## src/rtl/i2c_bus_arbiter.sv

```systemverilog
// Shares one byte-level I2C master between two requesters, whole START..STOP transactions, round-robin.
// Latency: START handshake -> grant + m_valid next cycle; m_done -> r_rsp_valid next cycle.
// Backpressure: the non-owner's r_cmd_ready stays low; the master's m_ready holds commands; a watchdog forces STOP.
module i2c_bus_arbiter #(
  parameter int TIMEOUT_CYCLES = 50000,
  parameter int TW             = 16
) (
  input  logic        clk,
  input  logic        rst_n,
  input  logic [1:0]  r_cmd_valid,
  input  logic [3:0]  r_cmd,
  input  logic [15:0] r_cmd_data,
  output logic [1:0]  r_cmd_ready,
  output logic [1:0]  r_grant,
  output logic [1:0]  r_rsp_valid,
  output logic [7:0]  r_rsp_data,
  output logic        r_rsp_nack,
  output logic [1:0]  r_err,
  output logic        m_valid,
  output logic [1:0]  m_cmd,
  output logic [7:0]  m_data,
  input  logic        m_ready,
  input  logic        m_done,
  input  logic [7:0]  m_rdata,
  input  logic        m_nack
);

  typedef enum logic [2:0] {S_IDLE, S_OWN, S_ISSUE, S_WAIT, S_FSTOP, S_FWAIT} state_e;

  localparam logic [1:0]    C_START = 2'b00;
  localparam logic [1:0]    C_READ  = 2'b10;
  localparam logic [1:0]    C_STOP  = 2'b11;
  localparam logic [TW-1:0] WD_LAST = TW'(TIMEOUT_CYCLES - 1);

  state_e        state_q, state_d;
  logic [1:0]    grant_q, grant_d;
  logic          rr_q, rr_d;          // index of the requester that wins a START tie
  logic [1:0]    cmd_q, cmd_d;
  logic [7:0]    data_q, data_d;
  logic [TW-1:0] wdog_q, wdog_d;
  logic [1:0]    rsp_valid_q, rsp_valid_d;
  logic [7:0]    rsp_data_q, rsp_data_d;
  logic          rsp_nack_q, rsp_nack_d;
  logic [1:0]    err_q, err_d;

  logic [1:0] cmd0, cmd1;
  logic [1:0] start_elig;
  logic       win1;
  logic       own1;
  logic       own_vld;

  assign cmd0       = r_cmd[1:0];
  assign cmd1       = r_cmd[3:2];
  assign start_elig = {r_cmd_valid[1] && (cmd1 == C_START), r_cmd_valid[0] && (cmd0 == C_START)};
  assign win1       = start_elig[1] && (!start_elig[0] || rr_q);
  assign own1       = grant_q[1];
  assign own_vld    = own1 ? r_cmd_valid[1] : r_cmd_valid[0];

  // Next-state, handshake and master-side outputs for the arbitration FSM.
  always_comb begin
    state_d     = state_q;
    grant_d     = grant_q;
    rr_d        = rr_q;
    cmd_d       = cmd_q;
    data_d      = data_q;
    wdog_d      = '0;
    rsp_valid_d = '0;
    rsp_data_d  = '0;
    rsp_nack_d  = 1'b0;
    err_d       = '0;
    r_cmd_ready = '0;
    m_valid     = 1'b0;
    m_cmd       = 2'b00;
    m_data      = 8'h00;
    case (state_q)
      S_IDLE: begin
        // Anything other than START outside a transaction is swallowed and flagged.
        if (r_cmd_valid[0] && !start_elig[0]) begin
          r_cmd_ready[0] = 1'b1;
          err_d[0]       = 1'b1;
        end
        if (r_cmd_valid[1] && !start_elig[1]) begin
          r_cmd_ready[1] = 1'b1;
          err_d[1]       = 1'b1;
        end
        if (|start_elig) begin
          cmd_d   = C_START;
          state_d = S_ISSUE;
          if (win1) begin
            r_cmd_ready[1] = 1'b1;
            grant_d        = 2'b10;
            data_d         = r_cmd_data[15:8];
          end else begin
            r_cmd_ready[0] = 1'b1;
            grant_d        = 2'b01;
            data_d         = r_cmd_data[7:0];
          end
        end
      end
      S_OWN: begin
        if (own_vld) begin
          r_cmd_ready = grant_q;
          cmd_d       = own1 ? cmd1 : cmd0;
          data_d      = own1 ? r_cmd_data[15:8] : r_cmd_data[7:0];
          state_d     = S_ISSUE;
        end else if (wdog_q == WD_LAST) begin
          err_d   = grant_q;
          state_d = S_FSTOP;
        end else begin
          wdog_d = wdog_q + TW'(1);
        end
      end
      S_ISSUE: begin
        m_valid = 1'b1;
        m_cmd   = cmd_q;
        m_data  = data_q;
        if (m_ready) state_d = S_WAIT;
      end
      S_WAIT: begin
        if (m_done) begin
          rsp_valid_d = grant_q;
          rsp_data_d  = (cmd_q == C_READ) ? m_rdata : 8'h00;
          rsp_nack_d  = m_nack;
          if (cmd_q == C_STOP) begin
            grant_d = '0;
            rr_d    = ~grant_q[1];
            state_d = S_IDLE;
          end else begin
            state_d = S_OWN;
          end
        end
      end
      S_FSTOP: begin
        m_valid = 1'b1;
        m_cmd   = C_STOP;
        if (m_ready) state_d = S_FWAIT;
      end
      S_FWAIT: begin
        // Forced STOP completes silently; the stalled owner already saw r_err.
        if (m_done) begin
          grant_d = '0;
          rr_d    = ~grant_q[1];
          state_d = S_IDLE;
        end
      end
      default: state_d = S_IDLE;
    endcase
  end

  // State and output registers.
  always_ff @(posedge clk or negedge rst_n) begin
    if (!rst_n) begin
      state_q     <= S_IDLE;
      grant_q     <= '0;
      rr_q        <= 1'b0;
      cmd_q       <= '0;
      data_q      <= '0;
      wdog_q      <= '0;
      rsp_valid_q <= '0;
      rsp_data_q  <= '0;
      rsp_nack_q  <= 1'b0;
      err_q       <= '0;
    end else begin
      state_q     <= state_d;
      grant_q     <= grant_d;
      rr_q        <= rr_d;
      cmd_q       <= cmd_d;
      data_q      <= data_d;
      wdog_q      <= wdog_d;
      rsp_valid_q <= rsp_valid_d;
      rsp_data_q  <= rsp_data_d;
      rsp_nack_q  <= rsp_nack_d;
      err_q       <= err_d;
    end
  end

  assign r_grant     = grant_q;
  assign r_rsp_valid = rsp_valid_q;
  assign r_rsp_data  = rsp_data_q;
  assign r_rsp_nack  = rsp_nack_q;
  assign r_err       = err_q;

endmodule
```

## config.mk

```make
export PLATFORM = sky130hd
export DESIGN_NAME = i2c_bus_arbiter
export DESIGN_NICKNAME = d
export VERILOG_FILES = /design/src/rtl/i2c_bus_arbiter.sv
export SDC_FILE = /design/constraint.sdc
export NUM_CORES = 1
export LEC_CHECK = 0
export ABC_CLOCK_PERIOD_IN_PS = 3700
export BUFFER_PORTS_ARGS = -buffer_cell sky130_fd_sc_hd__buf_2
export CAP_MARGIN = 20
export CORE_UTILIZATION = 30
export DETAILED_ROUTE_END_ITERATION = 10
export GPL_TIMING_DRIVEN = 0
export PLACE_DENSITY = 0.54
export SYNTH_ARGS = -nofsm -noshare
export SYNTH_HDL_FRONTEND = slang
export SYNTH_SLANG_ARGS = --single-unit
```

## constraint.sdc

```tcl
create_clock -name clk -period 3.7 [get_ports clk]
set_input_delay 0.37 -clock clk [delete_from_list [all_inputs] [get_ports clk]]
set_output_delay 0.37 -clock clk [all_outputs]
set_load 0.05 [all_outputs]
```

==> results of run 1 <==
## per-stage QoR
stage               total power (uW)  instances  setup slack (ns)  instance area (um^2)
CTS                             1850        388              1.24                  2870
floorplan                       1340        219              1.61                  2350
finish                          1830        390              1.27                  2900
detailed placement              1550        380              1.56                  2790
global route                    1950        390              1.15                  2900
global placement                1540        380              1.58                  2790
## cell usage after synthesis (2+ instances only)
cell type	count	area (um^2)
nand4_1	2	12.5
buf_2	5	25.0
or4_1	2	15.0
dfrtp_1	45	1130
mux2i_1	4	40.0
xnor2_1	6	52.6
nor2_1	21	78.8
and4b_1	2	20.0
nor3_1	3	15.0
and3_1	14	87.6
nand3_1	13	65.1
nand2b_1	3	18.8
nor4_1	2	12.5
clkbuf_1	4	15.0
nor2b_1	2	12.5
nand4b_1	2	17.5
inv_1	6	22.5
a32o_1	2	20.0
mux2_4	16	240
nor4bb_1	3	30.0
o21ai_0	2	10.0
and2_1	9	56.3
a21oi_1	10	50.1
mux2_2	3	33.8
o211ai_1	2	15.0
xor2_1	6	52.6
nand2_1	12	45.0
o31ai_1	2	15.0
## power breakdown
part | switching [uW] | internal [uW] | leakage, uW
Clock | 159 | 131 | 0.0000450
Sequential | 53.1 | 582 | 0.000597
Combinational | 577 | 328 | 0.000800
Total | 789 | 1040 | 0.00144
## state kept, by name, summed over array words and instances, names as in the netlist
register / flops
r_rsp_valid: 2
r_err: 2
wdog_q: 16
r_rsp_data: 8
data_q: 8
r_rsp_nack: 1
state_q: 3
cmd_q: 2
rr_q: 1
r_grant: 2
## layout by cell type, fill, tap and decap left out, types with 2 or more instances in the layout
cell,Yosys,routed
xnor2_1,6,6
dfrtp_1,45,45
nand2b_1,3,3
o31ai_1,2,2
buf_2,5,67
nor3_1,3,3
xor2_1,6,6
clkbuf_1,4,5
o21ai_0,2,2
a21oi_1,10,10
nand4b_1,2,2
mux2i_1,4,4
inv_1,6,6
nand2_1,12,12
nand4_1,2,2
a32o_1,2,2
mux2_2,3,3
clkinv_2,0,2
nor4bb_1,3,3
and4b_1,2,2
o211ai_1,2,2
nor2_1,21,21
or4_1,2,2
mux2_4,16,16
and2_1,9,9
and3_1,14,14
nand3_1,13,13
clkbuf_8,0,5
nor4_1,2,2
nor2b_1,2,2
## layout make-up
cell class                      count  area, um^2
Buffer                             10        51.3
Inverter                            6        22.5
Clock buffer                        6        72.6
Fill cell                         756        4510
Sequential cell                    45        1130
Tap cell                           99         124
Clock inverter                      2        10.0
Multi-Input combinational cell    158        1150
Timing Repair Buffer               64         340
## logic make-up (layout without fill, tap and decap cells)
kind of cell	Yosys count	count (layout)	synth area share [%]
flops	45	45	47.8
xor+xnor	12	12	4.47
buf+inv	16	88	3.14
mux	23	23	13.3
compound gates	25	25	7.39
fa+ha+maj	1	1	0.532
simple gates	97	97	23.3
## metal layers
metal	GRT usage (%)	share of wire (%)
met2	18.2	42
met3	2.95	5.0
met5	0	0
met4	4.84	1.1
met1	20.4	52
## critical path, delay by kind of cell, from the launching register on
family                 cells  cell delay (ns)
and+or+nand+nor            2             0.73
buffers and inverters      3             0.67
DFF                        1             0.36
## how the worst min path moves through the flow
stage,start,end
final,m_rdata[6],r_rsp_data[6]$_DFF_PN0_
after global routing,m_rdata[7],r_rsp_data[7]$_DFF_PN0_
after CTS,m_rdata[6],r_rsp_data[6]$_DFF_PN0_
after detailed placement,wdog_q[0]$_DFF_PN0_,wdog_q[0]$_DFF_PN0_
after global placement,wdog_q[0]$_DFF_PN0_,wdog_q[0]$_DFF_PN0_
after floorplan,rst_n,cmd_q[0]$_DFFE_PN0P_
==> impl_metrics.csv, run 1 <==
group,metric,value,unit
run_status,status,"complete, no violations",
route,drc,0,
clock_tree,htree_levels,2,
route,drt_pre_antenna_iters,4,
sta,fmax,412,MHz
power_and_ir_drop,power_leakage,0.00144,uW
layout,nets,326,
floorplanning,core_area,7410,um^2
sta,grt_setup_unrepaired,"false",
worst_setup_path,crit_path_max_fanout,10,
synthesis,yosysSeqAreaShare,47.8,%
synthesis,synth_nets,255,
clock_tree,cts_tree,"yes",
floorplanning,fp.dieH,90.6,um
synthesis,synth_ff_type,"dfrtp_1",
synthesis,syn_avg_cell_area,10.7,um^2
route,wl_per_cell,13.2,um
sta,holdWs,0.279,ns
sta,clock_skew,0.00933,ns
synthesis,synth_cells,219,
clock_tree,post_cts_buffers,0,
route,drt-total-wl,5.16,mm
layout,num_antenna_cells,0,
clock_tree,cts_sinks,45,
synthesis,synth_area,2350,um^2
global_route,grt_pass1_wl,8.71,mm
sta,hold_violations,0,
global_route,grtUsageTotal,13.4,%
floorplanning,initial_core_util,31.8,%
synthesis,synth_warnings,0,
hold_path,hp-class,"primary input to flop",
sta,maxSlewViolCount,0,
global_route,grt_pass1_vias,1748,
floorplanning,die_x,90.6,um
synthesis,synth_cell_types,44,
power_and_ir_drop,peakVddDrop,0.388,mV
hold_path,hold_depth,2,
sta,fin_crit,2.43,ns
worst_setup_path,cp-end-kind,"output port",
floorplanning,rows,31,
worst_setup_path,rrSetupSlack,1.66,ns
sta,tightest_slew,0.540,ns
sta,slew_headroom,63.8,%
clock_tree,cts_hold_buf,0,
synthesis,synth-seq-cells,45,
worst_setup_path,rr_worst_depth,6,
worst_setup_path,cp-startpoint,"state_q[0]$_DFFE_PN0P_",
worst_setup_path,cp_slowest_stage_delay,0.50,ns
worst_setup_path,required,3.33,ns
worst_setup_path,crit_slowest_cell,"nor2_1",
worst_setup_path,r2r-start,"wdog_q[13]$_DFF_PN0_",
floorplanning,pin_count,63,
layout,fin_util,39.1,%
job,maxCapViolCount,0,
synthesis,synthArstFlopShare,100,%
clock_tree,cts_buffer_depth,2,
clock_tree,path_clk_slew,0.08,ns
place,io_buffers,62,
global_route,antenna_found_initial,0,
clock_tree,cts_resized,0,
route,vias,1843,
floorplanning,die_area,8200,um^2
layout,syn2layout_area_growth,23.2,%
synthesis,synth-edff-count,0,
route,detail-route-antenna-nets,0,
route,drt_iter0_markers,74,
clock_tree,insertion_delay,0.30,ns
power_and_ir_drop,p_per_area,631,nW/um^2
sta,tns,0,ns
layout,drive_gt1_share,33.7,%
worst_setup_path,cpMostUsedCell,"buf_2",
worst_setup_path,r2r-end,"wdog_q[7]$_DFF_PN0_",
worst_setup_path,path_cells,"buf_2, clkbuf_1, nor2_1, and3_1, buf_2",
clock_tree,numCtsBuffers,5,
clock_tree,cts-root-buf,"clkbuf_8",
route,viasPerCell,4.73,
global_route,overflow,0,
place,dpl.hpwl,3.75,mm
sta,timing.final.crit_share,65.5,%
sta,setup_viol,0,
worst_setup_path,worstPathArrival,2.06,ns
global_route,grt_max_degree,46,
place,finalWeightedCongestion,0.806,
worst_setup_path,critPathKind,"flop to output port",
worst_setup_path,critPathCapture,"m_data[6]",
worst_setup_path,start_kind,"flop",
No activity file was read; power rests on OpenSTA's default activity.
==> inputs of run 2 (changes only) <==
Settings changed: ABC_CLOCK_PERIOD_IN_PS 3700 to 2000, PLACE_DENSITY 0.54 to 0.56.
Clock period 3.7 ns to 2 ns, I/O delays scaled along.
==> impl_metrics.csv, run 2 (synthesized netlist as in run 1, its figures left out) <==
group,metric,value,unit
sta,clock_skew,0.0123,ns
sta,tns,0,ns
clock_tree,cts_tree,"yes",
worst_setup_path,r2r-start,"state_q[2]$_DFFE_PN0P_",
clock_tree,cts_buffer_depth,2,
floorplanning,die_area,8200,um^2
layout,top_register,"wdog_q",
sta,setup_viol,0,
hold_path,whs_endpoint,"r_rsp_data[1]$_DFF_PN0_",
hold_path,hold_depth,2,
global_route,grtUsageTotal,13.5,%
job,maxCapViolCount,0,
route,drc,0,
clock_tree,cts-root-buf,"clkbuf_8",
sta,hold_violations,0,
worst_setup_path,worstPathArrival,2.16,ns
floorplanning,die_x,90.6,um
place,io_buffers,62,
power_and_ir_drop,p_per_area,1250,nW/um^2
route,drt_iter0_markers,81,
place,finalWeightedCongestion,0.780,
worst_setup_path,r2r-end,"data_q[6]$_DFFE_PN0P_",
sta,fmax,506,MHz
sta,grt_setup_unrepaired,"true",
worst_setup_path,start_kind,"flop",
worst_setup_path,required,2.18,ns
power_and_ir_drop,p_total,3840,uW
layout,syn2layout_area_growth,30.1,%
place,dpl.hpwl,3.82,mm
sta,holdWs,0.105,ns
route,drt_pre_antenna_iters,4,
clock_tree,htree_levels,2,
run_status,status,"complete, no violations",
layout,num_antenna_cells,0,
global_route,grt_pass1_wl,8.80,mm
worst_setup_path,critPathKind,"flop to flop",
layout,drive_gt1_share,39.0,%
floorplanning,initial_core_util,31.8,%
clock_tree,insertion_delay,0.30,ns
route,detail-route-antenna-nets,0,
power_and_ir_drop,peakVddDrop,0.614,mV
layout,post_layout_nonfiller_instances,391,
floorplanning,core_area,7410,um^2
clock_tree,cts_sinks,45,
worst_setup_path,rrSetupSlack,0.02,ns
layout,final_cell_mix,"buf_2 (57), dfrtp_1 (44), nor2_1 (19), mux2_4 (16), and3_1 (14)",
global_route,grt_pass1_vias,1848,
sta,timing.final.crit_share,98.8,%
place,dp_worst_setup_slack,-0.0482,ns
floorplanning,pin_count,63,
hold_path,holdCritStartpoint,"m_rdata[1]",
global_route,antenna_found_initial,0,
worst_setup_path,crit_path_max_fanout,11,
layout,final_common_cell,"buf_2",
sta,setup_ws,0.0235,ns
floorplanning,fp.dieH,90.6,um
layout,nets,327,
global_route,grt_max_degree,46,
route,drt-total-wl,5.39,mm
sta,tightest_slew,0.425,ns
route,viasPerCell,4.87,
power_and_ir_drop,power_leakage,0.00149,uW
clock_tree,numCtsBuffers,5,
worst_setup_path,rr_worst_depth,6,
sta,maxSlewViolCount,0,
clock_tree,path_clk_slew,0.09,ns
worst_setup_path,cp-end-kind,"flop",
route,wl_per_cell,13.8,um
place,place_inst,380,
global_route,overflow,0,
layout,largest_reg_flops,16,
sta,fin_crit,1.98,ns
route,vias,1905,
hold_path,hp-class,"primary input to flop",
worst_setup_path,cp-startpoint,"state_q[2]$_DFFE_PN0P_",
sta,slew_headroom,71.7,%
layout,num-fill-cells,749,
floorplanning,rows,31,
## run 2: changes by cell type in the layout (fill, tap and decap cells not counted), moves of 3 or more
cell	delta
clkbuf_4	+6
nor2_4	+3
clkbuf_1	-4
buf_6	+4
buf_2	-10
## run 2: layout make-up
class / instances / area (um^2) / share of cell area, %
Sequential cell: 45 / 1130 / 36.8
Clock buffer: 5 / 68.8 / 2.25
Multi-Input combinational cell: 159 / 1210 / 39.6
Tap cell: 99 / 124 / 4.05
Clock inverter: 3 / 65.1 / 2.13
Buffer: 9 / 65.1 / 2.13
Inverter: 6 / 22.5 / 0.736
Timing Repair Buffer: 65 / 375 / 12.3
## run 2: how the worst max path moves through the flow
| stage | to | slack, ns | depth (start not counted) |
|---|---|---|---|
| final | data_q[6]$_DFFE_PN0P_ | 0.02 | 6 |
| after detailed placement | wdog_q[5]$_DFF_PN0_ | -0.05 | 6 |
| after CTS | r_cmd_ready[1] | 0.03 | 5 |
| after global placement | wdog_q[7]$_DFF_PN0_ | -0.04 | 6 |
| after floorplan | data_q[0]$_DFFE_PN0P_ | 0.05 | 6 |
| after global routing | wdog_q[6]$_DFF_PN0_ | -0.02 | 6 |
## run 2: layer usage
| layer | track usage (%) | share of wire [%] | vias to the layer above | routed length (um) |
|---|---|---|---|---|
| met2 | 21.0 | 47 | 48 | 2520 |
| li1 | - | - | 923 | - |
| met5 | 0 | 0 | - | 0 |
| met1 | 17.8 | 48 | 930 | 2570 |
| met4 | 5.65 | 1.4 | 0 | 78 |
| met3 | 3.37 | 4.2 | 4 | 228 |
## run 2: per-stage QoR
step,utilization (%),instance area (um^2)
4_1_cts,39.9,2960
3_5_place_dp,37.6,2790
6_report,41.3,3060
3_3_place_gp,37.6,2790
2_1_floorplan,-,2350
5_1_grt,41.3,3060
## run 2: repair_timing
item | 4_1_cts | 5_1_grt
hold buffers | 0 | 1
endpoints found under the hold margin | 0 | 17
cloned | 0 | 1
setup endpoints to repair | 28 | 31
setup buffers | 0 | 1
pin swaps | 2 | 1
resized for setup | 12 | 20
## run 2: report_power, final
group	internal, uW	switching (uW)	total [uW]
clock network	496	317	813
logic	725	1120	1850
registers	1080	99.7	1180
## run 2: critical path: stages (launching register included)
cell     delay (ns)
dfrtp_1        0.38
buf_6          0.15
or3b_4         0.41
a41o_1         0.20
buf_6          0.15
mux2_4         0.29
mux2_4         0.25
